File: src/rtl/perceptron_pkg.sv
// ---------------------------------------------------------------------------
// perceptron_pkg
// Shared definitions for the perceptron training controller:
//   - state_t : trainer FSM state encoding
//   - DEF_N   : default operand width for samples and weights
//   - DEF_LAT : default perceptron input-to-output latency
//   - SAT_GUARD : extra bit carried by saturating add/sub to detect overflow
// ---------------------------------------------------------------------------
package perceptron_pkg;

    typedef enum logic [2:0] {
        IDLE,
        ISSUE,
        WAIT,
        UPDATE,
        EPOCH_END,
        DONE
    } state_t;

    localparam int unsigned DEF_N     = 8;
    localparam int unsigned DEF_LAT   = 4;
    localparam int unsigned SAT_GUARD = 1;

endpackage

File: src/rtl/perceptron_trainer_sat_addsub.sv
// ---------------------------------------------------------------------------
// sat_addsub
// Unsigned saturating adder/subtractor. The result is computed SAT_GUARD bits
// wider than the operands; the guard bit flags carry (add) or borrow (sub),
// and the output is then clamped to [0, 2^W-1].
// Ports:
//   a   in  W  minuend / augend
//   b   in  W  subtrahend / addend
//   sub in  1  1: a-b clamped at 0, 0: a+b clamped at all-ones
//   y   out W  clamped result
// ---------------------------------------------------------------------------
module sat_addsub
    import perceptron_pkg::*;
#(
    parameter int unsigned W = DEF_N
) (
    input  logic [W-1:0] a,
    input  logic [W-1:0] b,
    input  logic         sub,
    output logic [W-1:0] y
);

    logic [W+SAT_GUARD-1:0] ext;

    always_comb begin
        if (sub) begin
            ext = {{SAT_GUARD{1'b0}}, a} - {{SAT_GUARD{1'b0}}, b};
        end else begin
            ext = {{SAT_GUARD{1'b0}}, a} + {{SAT_GUARD{1'b0}}, b};
        end
        // Guard bit set means carry out on add or borrow on sub.
        if (ext[W]) begin
            y = sub ? '0 : '1;
        end else begin
            y = ext[W-1:0];
        end
    end

endmodule

File: src/rtl/perceptron_trainer.sv
// ---------------------------------------------------------------------------
// perceptron_trainer
// Online training controller for a two-input perceptron. Holds DEPTH labelled
// samples, presents one per step to an external perceptron, waits LAT cycles
// for its decision, and applies the perceptron learning rule to the weights
// and bias it drives.
// Optional feature macro: PERCEPTRON_TRAINER_EARLY_STOP_EN
//   defined     : training stops after the first error-free epoch
//   not defined : training always runs MAX_EPOCH epochs
// Ports:
//   clk_in, rst              clock, async active-high reset
//   ld_valid/ld_idx/ld_x1/ld_x2/ld_target  sample store write (IDLE/DONE only)
//   start, n_samp            begin training, samples per epoch (0/>DEPTH=DEPTH)
//   init_w1/init_w2/init_b   initial weights and bias, latched at start
//   p_x1/p_x2/p_w1/p_w2/p_b  registered perceptron drive
//   p_out                    perceptron decision
//   busy/done/converged/epoch  training status
// ---------------------------------------------------------------------------
module perceptron_trainer
    import perceptron_pkg::*;
#(
    parameter int unsigned N         = DEF_N,
    parameter int unsigned DEPTH     = 4,
    parameter int unsigned LAT       = DEF_LAT,
    parameter int unsigned MAX_EPOCH = 16,
    parameter int unsigned BSTEP     = 1
) (
    input  logic                         clk_in,
    input  logic                         rst,
    input  logic                         ld_valid,
    input  logic [$clog2(DEPTH)-1:0]     ld_idx,
    input  logic [N-1:0]                 ld_x1,
    input  logic [N-1:0]                 ld_x2,
    input  logic                         ld_target,
    input  logic                         start,
    input  logic [$clog2(DEPTH):0]       n_samp,
    input  logic [N-1:0]                 init_w1,
    input  logic [N-1:0]                 init_w2,
    input  logic [2*N-1:0]               init_b,
    output logic [N-1:0]                 p_x1,
    output logic [N-1:0]                 p_x2,
    output logic [N-1:0]                 p_w1,
    output logic [N-1:0]                 p_w2,
    output logic [2*N-1:0]               p_b,
    input  logic                         p_out,
    output logic                         busy,
    output logic                         done,
    output logic                         converged,
    output logic [$clog2(MAX_EPOCH):0]   epoch
);

    localparam int unsigned IW = $clog2(DEPTH);
    localparam int unsigned EW = $clog2(MAX_EPOCH) + 1;
    localparam int unsigned CW = $clog2(LAT + 1);

    localparam logic [IW:0]    DEPTH_V   = (IW+1)'(DEPTH);
    localparam logic [IW-1:0]  IDX_MAX   = IW'(DEPTH - 1);
    localparam logic [EW-1:0]  EPOCH_MAX = EW'(MAX_EPOCH);
    localparam logic [CW-1:0]  CNT_INIT  = CW'(LAT - 1);
    localparam logic [2*N-1:0] BSTEP_V   = (2*N)'(BSTEP);

    state_t         state;
    logic [IW-1:0]  idx;
    logic [IW-1:0]  last;
    logic [CW-1:0]  cnt;
    logic           err;
    logic [N-1:0]   w1;
    logic [N-1:0]   w2;
    logic [2*N-1:0] b;

    logic [N-1:0]   mem_x1 [DEPTH];
    logic [N-1:0]   mem_x2 [DEPTH];
    logic           mem_t  [DEPTH];

    logic           idle_like;
    logic           tgt;
    logic           mismatch;
    logic [IW:0]    n_m1;
    logic [IW-1:0]  last_nxt;
    logic [EW-1:0]  epoch_nxt;
    logic           stop;
    logic [N-1:0]   w1_upd;
    logic [N-1:0]   w2_upd;
    logic [2*N-1:0] b_upd;

    always_comb begin
        idle_like = (state == IDLE) || (state == DONE);
        tgt       = mem_t[idx];
        mismatch  = (p_out != tgt);
        n_m1      = n_samp - 1'b1;
        if ((n_samp == '0) || (n_samp > DEPTH_V)) begin
            last_nxt = IDX_MAX;
        end else begin
            last_nxt = n_m1[IW-1:0];
        end
        epoch_nxt = epoch + 1'b1;
`ifdef PERCEPTRON_TRAINER_EARLY_STOP_EN
        stop = !err || (epoch_nxt == EPOCH_MAX);
`else
        stop = (epoch_nxt == EPOCH_MAX);
`endif
    end

    // A mismatch with target=1 means the output was too low (add);
    // with target=0 it was too high (subtract).
    sat_addsub #(.W(N)) u_sat_w1 (.a(w1), .b(p_x1), .sub(!tgt), .y(w1_upd));
    sat_addsub #(.W(N)) u_sat_w2 (.a(w2), .b(p_x2), .sub(!tgt), .y(w2_upd));
    sat_addsub #(.W(2*N)) u_sat_b (.a(b), .b(BSTEP_V), .sub(!tgt), .y(b_upd));

    // Sample store: not reset, writable only while not training.
    always_ff @(posedge clk_in) begin
        if (ld_valid && idle_like) begin
            mem_x1[ld_idx] <= ld_x1;
            mem_x2[ld_idx] <= ld_x2;
            mem_t[ld_idx]  <= ld_target;
        end
    end

    always_ff @(posedge clk_in or posedge rst) begin
        if (rst) begin
            state     <= IDLE;
            idx       <= '0;
            last      <= '0;
            cnt       <= '0;
            err       <= 1'b0;
            w1        <= '0;
            w2        <= '0;
            b         <= '0;
            p_x1      <= '0;
            p_x2      <= '0;
            p_w1      <= '0;
            p_w2      <= '0;
            p_b       <= '0;
            busy      <= 1'b0;
            done      <= 1'b0;
            converged <= 1'b0;
            epoch     <= '0;
        end else begin
            case (state)
                IDLE, DONE: begin
                    if (start) begin
                        w1    <= init_w1;
                        w2    <= init_w2;
                        b     <= init_b;
                        last  <= last_nxt;
                        epoch <= '0;
                        idx   <= '0;
                        err   <= 1'b0;
                        done  <= 1'b0;
                        busy  <= 1'b1;
                        state <= ISSUE;
                    end
                end
                ISSUE: begin
                    p_x1  <= mem_x1[idx];
                    p_x2  <= mem_x2[idx];
                    p_w1  <= w1;
                    p_w2  <= w2;
                    p_b   <= b;
                    cnt   <= CNT_INIT;
                    state <= WAIT;
                end
                WAIT: begin
                    if (cnt == '0) begin
                        state <= UPDATE;
                    end else begin
                        cnt <= cnt - 1'b1;
                    end
                end
                UPDATE: begin
                    if (mismatch) begin
                        w1  <= w1_upd;
                        w2  <= w2_upd;
                        b   <= b_upd;
                        err <= 1'b1;
                    end
                    if (idx == last) begin
                        state <= EPOCH_END;
                    end else begin
                        idx   <= idx + 1'b1;
                        state <= ISSUE;
                    end
                end
                EPOCH_END: begin
                    epoch     <= epoch_nxt;
                    converged <= !err;
                    err       <= 1'b0;
                    idx       <= '0;
                    // Publish the post-update weights so DONE shows the final
                    // values; the next ISSUE reloads the same values anyway.
                    p_w1      <= w1;
                    p_w2      <= w2;
                    p_b       <= b;
                    if (stop) begin
                        done  <= 1'b1;
                        busy  <= 1'b0;
                        state <= DONE;
                    end else begin
                        state <= ISSUE;
                    end
                end
                default: state <= IDLE;
            endcase
        end
    end

endmodule

File: config.mk
export PLATFORM = sky130hd
export DESIGN_NAME = perceptron_trainer
export DESIGN_NICKNAME = d
export VERILOG_FILES = /design/src/rtl/perceptron_pkg.sv /design/src/rtl/perceptron_trainer_sat_addsub.sv /design/src/rtl/perceptron_trainer.sv
export SDC_FILE = /design/constraint.sdc
export NUM_CORES = 1
export LEC_CHECK = 0
export CAP_MARGIN = 30
export CORE_UTILIZATION = 55
export CTS_CLUSTER_DIAMETER = 150
export DETAILED_ROUTE_END_ITERATION = 8
export GPL_ROUTABILITY_DRIVEN = 0
export PLACE_DENSITY_LB_ADDON = 0.1
export SLEW_MARGIN = 25
export SYNTH_ARGS = -nofsm -noshare
export SYNTH_HDL_FRONTEND = slang
export SYNTH_SLANG_ARGS = --single-unit
File: constraint.sdc
create_clock -name clk_in -period 4.99 [get_ports clk_in]
set_clock_uncertainty 0.15 [all_clocks]
set_input_delay 1.497 -clock clk_in [delete_from_list [all_inputs] [get_ports clk_in]]
set_output_delay 1.497 -clock clk_in [all_outputs]
set_load 0.01 [all_outputs]
* After elaboration in Yosys (flattened, before gate mapping)
Memories as Yosys holds them, arrays and structs flattened. A register that Yosys moved wholly into a read port is not among the register bits.
Index checks and enable logic that the tools add are counted.
** Cells by class
- Add/subtract/negate cells :: 10
- $mul :: 0
- Div/mod/pow operators :: 0
- Magnitude comparators :: 1
- Equality and inequality tests :: 14
- Shift-type cells :: 0
- Muxes and demuxes :: 40
- Bitwise operators :: 0
- Reduce and logical (&&, ||, !) cells :: 21
** Operator list (number)
- $mux W16 :: 4
- $mux W8 :: 7
- $pmux W16 S2 :: 1
- $pmux W8 S2 :: 2
- $add A8 B8 Y9 :: 2
- $mux W9 :: 2
- $sub A8 B8 Y9 :: 2
- $add A16 B1 Y17 const B :: 1
- $mux W17 :: 1
- $sub A16 B1 Y17 const B :: 1
- $mux W3 :: 5
- $pmux W3 S5 :: 1
- $ne A2 B2 Y1 const B :: 6
- $reduce_and A3 Y1 :: 4
- $pmux W5 S2 :: 1
- $logic_not A3 Y1 :: 3
- $reduce_and A2 Y1 :: 4
- $mux W1 :: 7
- $eq A3 B2 Y1 const B :: 2
- $eq A3 B3 Y1 const B :: 2
- $mux W2 :: 3
- $pmux W2 S3 :: 1
- $pmux W3 S2 :: 1
- $reduce_bool A2 Y1 :: 3
- 17 further kinds :: 20
** Word-level totals
- Flip-flop bits (word level) :: 83
- Latch bits :: 0
- Memory bits (writable) :: 68
- Memory bits (read-only) :: 0
- Output and inout bits :: 56
- Memories kept :: 3
** Memories
- mem_x1 :: depth 4, bits a word 8, read ports 1, clocked after memory_dff 1, wr ports 1, RTL line perceptron_trainer.sv:71 : logic [N-1:0] mem_x1 [DEPTH];
- mem_x2 :: depth 4, bits a word 8, read ports 1, clocked after memory_dff 1, wr ports 1, RTL line perceptron_trainer.sv:72 : logic [N-1:0] mem_x2 [DEPTH];
- mem_t :: depth 4, bits a word 1, read ports 1, clocked after memory_dff 0, wr ports 1, RTL line perceptron_trainer.sv:73 : logic mem_t [DEPTH];

* Depth between registers and ports, before layout
- Depth after elaboration :: 5
- Mapped depth :: 14

* Hierarchy
Synthesis repeated with hierarchy kept, for this count alone.
** Second synthesis, totals
- Cell total of the unflattened synthesis :: 823
- Area, all modules :: 9567.9 um2
** By module, submodules not included
- perceptron_trainer :: instances 1, cells an instance 451, area each 6822.8 um2, sequential area each 4519.3 um2
- sat_addsub (u_sat_b) :: instances 1, cells an instance 182, area each 1295.0 um2, sequential area each 0.0 um2
- sat_addsub (u_sat_w1) :: instances 1, cells an instance 95, area each 728.2 um2, sequential area each 0.0 um2
- sat_addsub (u_sat_w2) :: instances 1, cells an instance 95, area each 721.9 um2, sequential area each 0.0 um2

* Worst setup path after synthesis
OpenSTA, ideal clock, no wires.
- Path kind :: reg2reg
- From :: register idx[0]
- To :: register b[5]
- Setup time :: 0.135 ns
- Data arrival time :: 3.368 ns
- Required time :: 4.705 ns
- Setup slack :: 1.337 ns
- Cell stages (with the launch flop) :: 15
- Buffers on the path :: 4
- Cells stage by stage :: dfrtp_1 > mux4_2 > buf_6 > clkbuf_1 > inv_1 > ha_1 > clkbuf_1 > a21o_1 > a31o_2 > a311oi_1 > o21ai_1 > and2_4 > buf_2 > a22oi_1 > a21oi_1
** Between the ends
- Longest elaborated chain between the ends :: 5
- Elaborated cells on any way between the ends :: 9
- Those cells by class :: 2 x eq/ne; 5 x mux; 1 x reduce/logical; 1 x memory
** Ends and longest elaborated chain
- from (decl) :: RTL line perceptron_trainer.sv:63 : logic [IW-1:0] idx;
- from (signal assigned) :: RTL line perceptron_trainer.sv:180 : idx <= idx + 1'b1;
- $mem_v2 Z4 W1 *
- $mux W17 / $mux W16 (equally long branches) :: RTL line perceptron_trainer_sat_addsub.sv:26, perceptron_trainer_sat_addsub.sv:33
- $mux W16 :: RTL line perceptron_trainer_sat_addsub.sv:32 : if (ext[W]) begin
- $mux W16 :: RTL line perceptron_trainer.sv:171 : if (mismatch) begin
- $pmux W16 S2 :: RTL line perceptron_trainer.sv:139 : case (state)
- to (signal assigned) :: RTL line perceptron_trainer.sv:144 : b <= init_b;
- to (signal assigned) :: RTL line perceptron_trainer.sv:174 : b <= b_upd;
- to (decl) :: RTL line perceptron_trainer.sv:69 : logic [2*N-1:0] b;
Every way passes the cells marked *; elsewhere a longest branch is shown, timed or not. The select of a mux whose other input is x is not followed.
A chain may end at the register's enable or synchronous reset.

* Worst setup path after layout
- From :: register idx[0]
- To :: register b[1]
The elaborated chain is that of the path after synthesis.

==> results.md <==
Timing:
- Setup repair after global routing left no endpoint under its margin.
- The top achievable clock speed is 0.2414 GHz.
- In the finished design, the share of the clock period the worst path needs comes to 0.8301.
- At the pin with the least slew margin, the transition time is 0.9178 ns.
- After routing, the total negative slack on setup checks comes to 0 ns.
- Setup violations remaining at the end of the flow were counted as 0.
- Headroom to the max-slew limit came out at 0.3881.
- The final hold violation count came to 0.
- After layout, the minimum clock period comes to 4.142 ns.
- The number of max-slew violations in the final report is 0.

Logic synthesis:
- The number of distinct library cells after synthesis is 54.
- By instance count, the leading cell after synthesis is sky130_fd_sc_hd__dfrtp_1.
- The number of register bits inferred by synthesis is 167.
- Counting every net in the synthesized netlist gives 836.
- After synthesis the cells add up to 8501 um^2.
- Yosys mapped a number of flops with a built-in enable equal to 68.
- Sorting the synthesized cells by how often they occur yields sky130_fd_sc_hd__dfrtp_1 (99), sky130_fd_sc_hd__a21oi_1 (69), sky130_fd_sc_hd__edfxtp_1 (68).
- The proportion of register bits with asynchronous set or reset after synthesis is 0.5928.
- The flip-flop cell with the highest count after synthesis is sky130_fd_sc_hd__dfrtp_1.
- In the post-synthesis netlist, the biggest area contributors are sky130_fd_sc_hd__dfrtp_1 (29%), sky130_fd_sc_hd__edfxtp_1 (24%), sky130_fd_sc_hd__ha_1 (5.7%).
- The portion of synthesized cell area occupied by the leading cell type is 0.2914.
- Of the synthesized area, sequential elements account for 0.5316.
- The synthesized design spends more area on one cell type than any other, namely sky130_fd_sc_hd__dfrtp_1.
- Yosys printed 0 warnings.
- The number of instances in the synthesized netlist is 735.
- Averaged over all synthesized cells, the footprint is 11.57 um^2.

Worst hold path:
- Along the worst hold path, the cell count comes to 1.
- The end point of the worst hold path is converged$_DFFE_PP0P_.
- The path class of the tightest hold or removal check is flip-flop to flip-flop.
- The worst min-delay path startpoint is err$_DFFE_PP0P_.

Setup path:
- STA puts the critical path data required time at 5.18 ns.
- Traced cell by cell, the critical path runs through mux4_2 > inv_1 > ha_1 > a21oi_1 > o21ai_0 > nand2b_1 > nand2_1 > a21oi_1 > a21oi_2 > a32oi_1.
- The worst setup path is launched from a flip-flop.
- The slack of the worst reg-to-reg path is 0.85 ns.
- The data arrival time at the worst-slack endpoint is 4.34 ns.
- The critical path capture point type is a flip-flop.
- The most frequent cell on the critical path is sky130_fd_sc_hd__a21oi_1.
- The critical path start-end classification is flip-flop to flip-flop.
- The capture point of the worst reg-to-reg path is b[1]$_DFFE_PP0P_.
- The largest delay contributor family on the critical path is compound AO/OA/AOI/OAI gates.
- The largest fanout of any net on the critical path is 23.
- The worst path buffer plus inverter count is 1.
- For the worst flop-to-flop path, the logic depth is 10.
- The worst stage delay on the critical path is 0.68 ns.
- The startpoint identified for the worst register-to-register timing path is idx[0]$_DFFE_PP0P_.
- On the critical path, the stage with the largest delay is an instance of sky130_fd_sc_hd__mux4_2.

Clock network:
- In this run, CTS created clock tree buffers numbering 17.
- The number of sinks driven by the clock tree is 167.
- The worst-case clock buffer depth is 2.
- Post-CTS timing repair inserted 0 buffers for setup.
- The tree is rooted in a sky130_fd_sc_hd__clkbuf_16.
- TritonCTS built the clock tree.
- The clock reaches the later pin of the worst-skew pair after 0.44 ns.
- The clock tree synthesis step divided the H-tree into 4 levels.
- Post-CTS repair changed the size of 0 cells.
- Clock-pin slew was measured on the worst setup and hold paths at 0.07 ns.
- The number of hold buffers added after CTS was 0.

Die:
- The die footprint is 15960 um^2.
- The overall die width is 126.3 um.
- The floorplan core area is 15150 um^2.
- Row generation in the floorplan step produced 45 rows.
- The initial cell density of the core is 0.5613.
- Measured along the y axis, the die boundary spans 126.3 um.
- Pin placement for this block handled 115 I/O pins.

GRT:
- After global routing, the most crowded layer is met2.
- The initial antenna violation count is 0.
- The first global-routing pass estimated 30420 um of wire.
- Entering global routing, the biggest net connects 45 pins.
- The via count of the first global-routing pass was 5955.
- The total track usage is 0.2477.
- The residual overflow from global routing is 0.
- The met2 usage is 0.3958.
- For met3 alone, demand over resource in global routing was 0.04892.
- For met1 alone, demand over resource in global routing was 0.3404.

Routing:
- Wires add up to 18810 um.
- The number of detailed-route iterations in the first pass is 5.
- The number of vias in the routed layout is 6262.
- The post-route antenna net violation count is 0.
- The average via count per standard cell is 5.941.
- For this block, the initial DRC count from the detailed router was 487.
- In the final routed layout, each cell accounts on average for 17.85 um.
- The total DRC errors in the routed layout is 0.

Finish:
- The synthesis-to-layout area growth is 23.23%.
- The final layout contains 955 nets.
- Counting the fill cells in the layout gives 1084.
- The total inserted antenna cells is 0.
- For this run, the share of the core covered by cells in the final layout is 0.6916.
- Of the cells placed in the final design, the portion with a size suffix greater than 1 is 0.1351.

Place:
- The HPWL after detailed placement is 13280 um.
- During placement, the flow inserted port buffers numbering 114.

Run status:
- The run finished with clean final reports.

Job:
- Max-cap violations in this run came to 0.

Power and ir drop:
- Across the VDD grid, the largest voltage drop is 0.0003381 V.
- Dividing total power by cell area gives a power density of 771.3 nW/um^2.
- For this design the static power due to leakage is 4.118 nW.
- Power comes to 8.080 mW.
[metrics by stage]
stage	instances	area [um^2]	hold slack [ns]	setup WS [ns]
detailed placement	1023	9892	0.3124	1.035
floorplan	735	8501	0.2901	0.7526
global placement	1022	9864	0.3045	1.143
CTS	1054	10480	0.3208	0.9903
finish	1054	10480	0.3195	0.8480
global route	1054	10480	0.3676	0.7339
[metal layers]
metal	up-vias	routed length, um
met2	243	9045
met5	-	0
met1	3039	8317
li1	2953	-
met4	0	323
met3	27	1123
[power by group]
part / switching (mW) / internal (mW)
clock network: 0.581 / 0.706
logic: 2.46 / 2.08
registers: 0.384 / 1.87
[registers in the layout, summed over array words and instances (netlist names), 16 cells and up]
| register | cells |
|---|---|
| b | 16 |
| mem_x1 | 32 |
| mem_x2 | 32 |
| p_b | 16 |
[cell type report]
type                            count  area, um^2  area share
Sequential cell                   167        4519      0.4314
Multi-Input combinational cell    517        3790      0.3618
Timing Repair Buffer              126        1251      0.1194
Clock buffer                       17       425.4     0.04061
Tap cell                          188       235.2     0.02246
Clock inverter                     14       157.7     0.01505
Inverter                           25       96.34    0.009197
[placed cells by master, fill, tap and decap left out, types with 24 or more instances in the layout]
cell type and instances:
sky130_fd_sc_hd__nor2_1 61, sky130_fd_sc_hd__nand2_1 44, sky130_fd_sc_hd__clkdlybuf4s50_1 114, sky130_fd_sc_hd__nor3_1 41, sky130_fd_sc_hd__ha_1 39, sky130_fd_sc_hd__o21ai_0 44
sky130_fd_sc_hd__edfxtp_1 68, sky130_fd_sc_hd__mux2_2 42, sky130_fd_sc_hd__inv_1 24, sky130_fd_sc_hd__dfrtp_1 99, sky130_fd_sc_hd__xor2_1 24, sky130_fd_sc_hd__a21oi_1 69
[logic make-up after synthesis]
group,count (synthesis),share of synthesized area
AO/OA/AOI/OAI,184,0.1298
XOR/XNOR,38,0.04224
adder cells (fa/ha/maj),43,0.06565
buffers and inverters,51,0.02458
flip-flops,167,0.5316
multiplexers,59,0.1007
AND/OR/NAND/NOR,193,0.1054
[how the worst max path moves through the flow]
| stage | start | to | depth (start not counted) |
|---|---|---|---|
| floorplan | rst | b[0]$_DFFE_PP0P_ | 1 |
| global placement | idx[0]$_DFFE_PP0P_ | b[1]$_DFFE_PP0P_ | 9 |
| detailed placement | idx[0]$_DFFE_PP0P_ | b[1]$_DFFE_PP0P_ | 10 |
| CTS | idx[0]$_DFFE_PP0P_ | b[1]$_DFFE_PP0P_ | 10 |
| global route | idx[0]$_DFFE_PP0P_ | b[1]$_DFFE_PP0P_ | 10 |
| finish | idx[0]$_DFFE_PP0P_ | b[1]$_DFFE_PP0P_ | 10 |
Note: power is estimated with default switching activity, not from simulation.
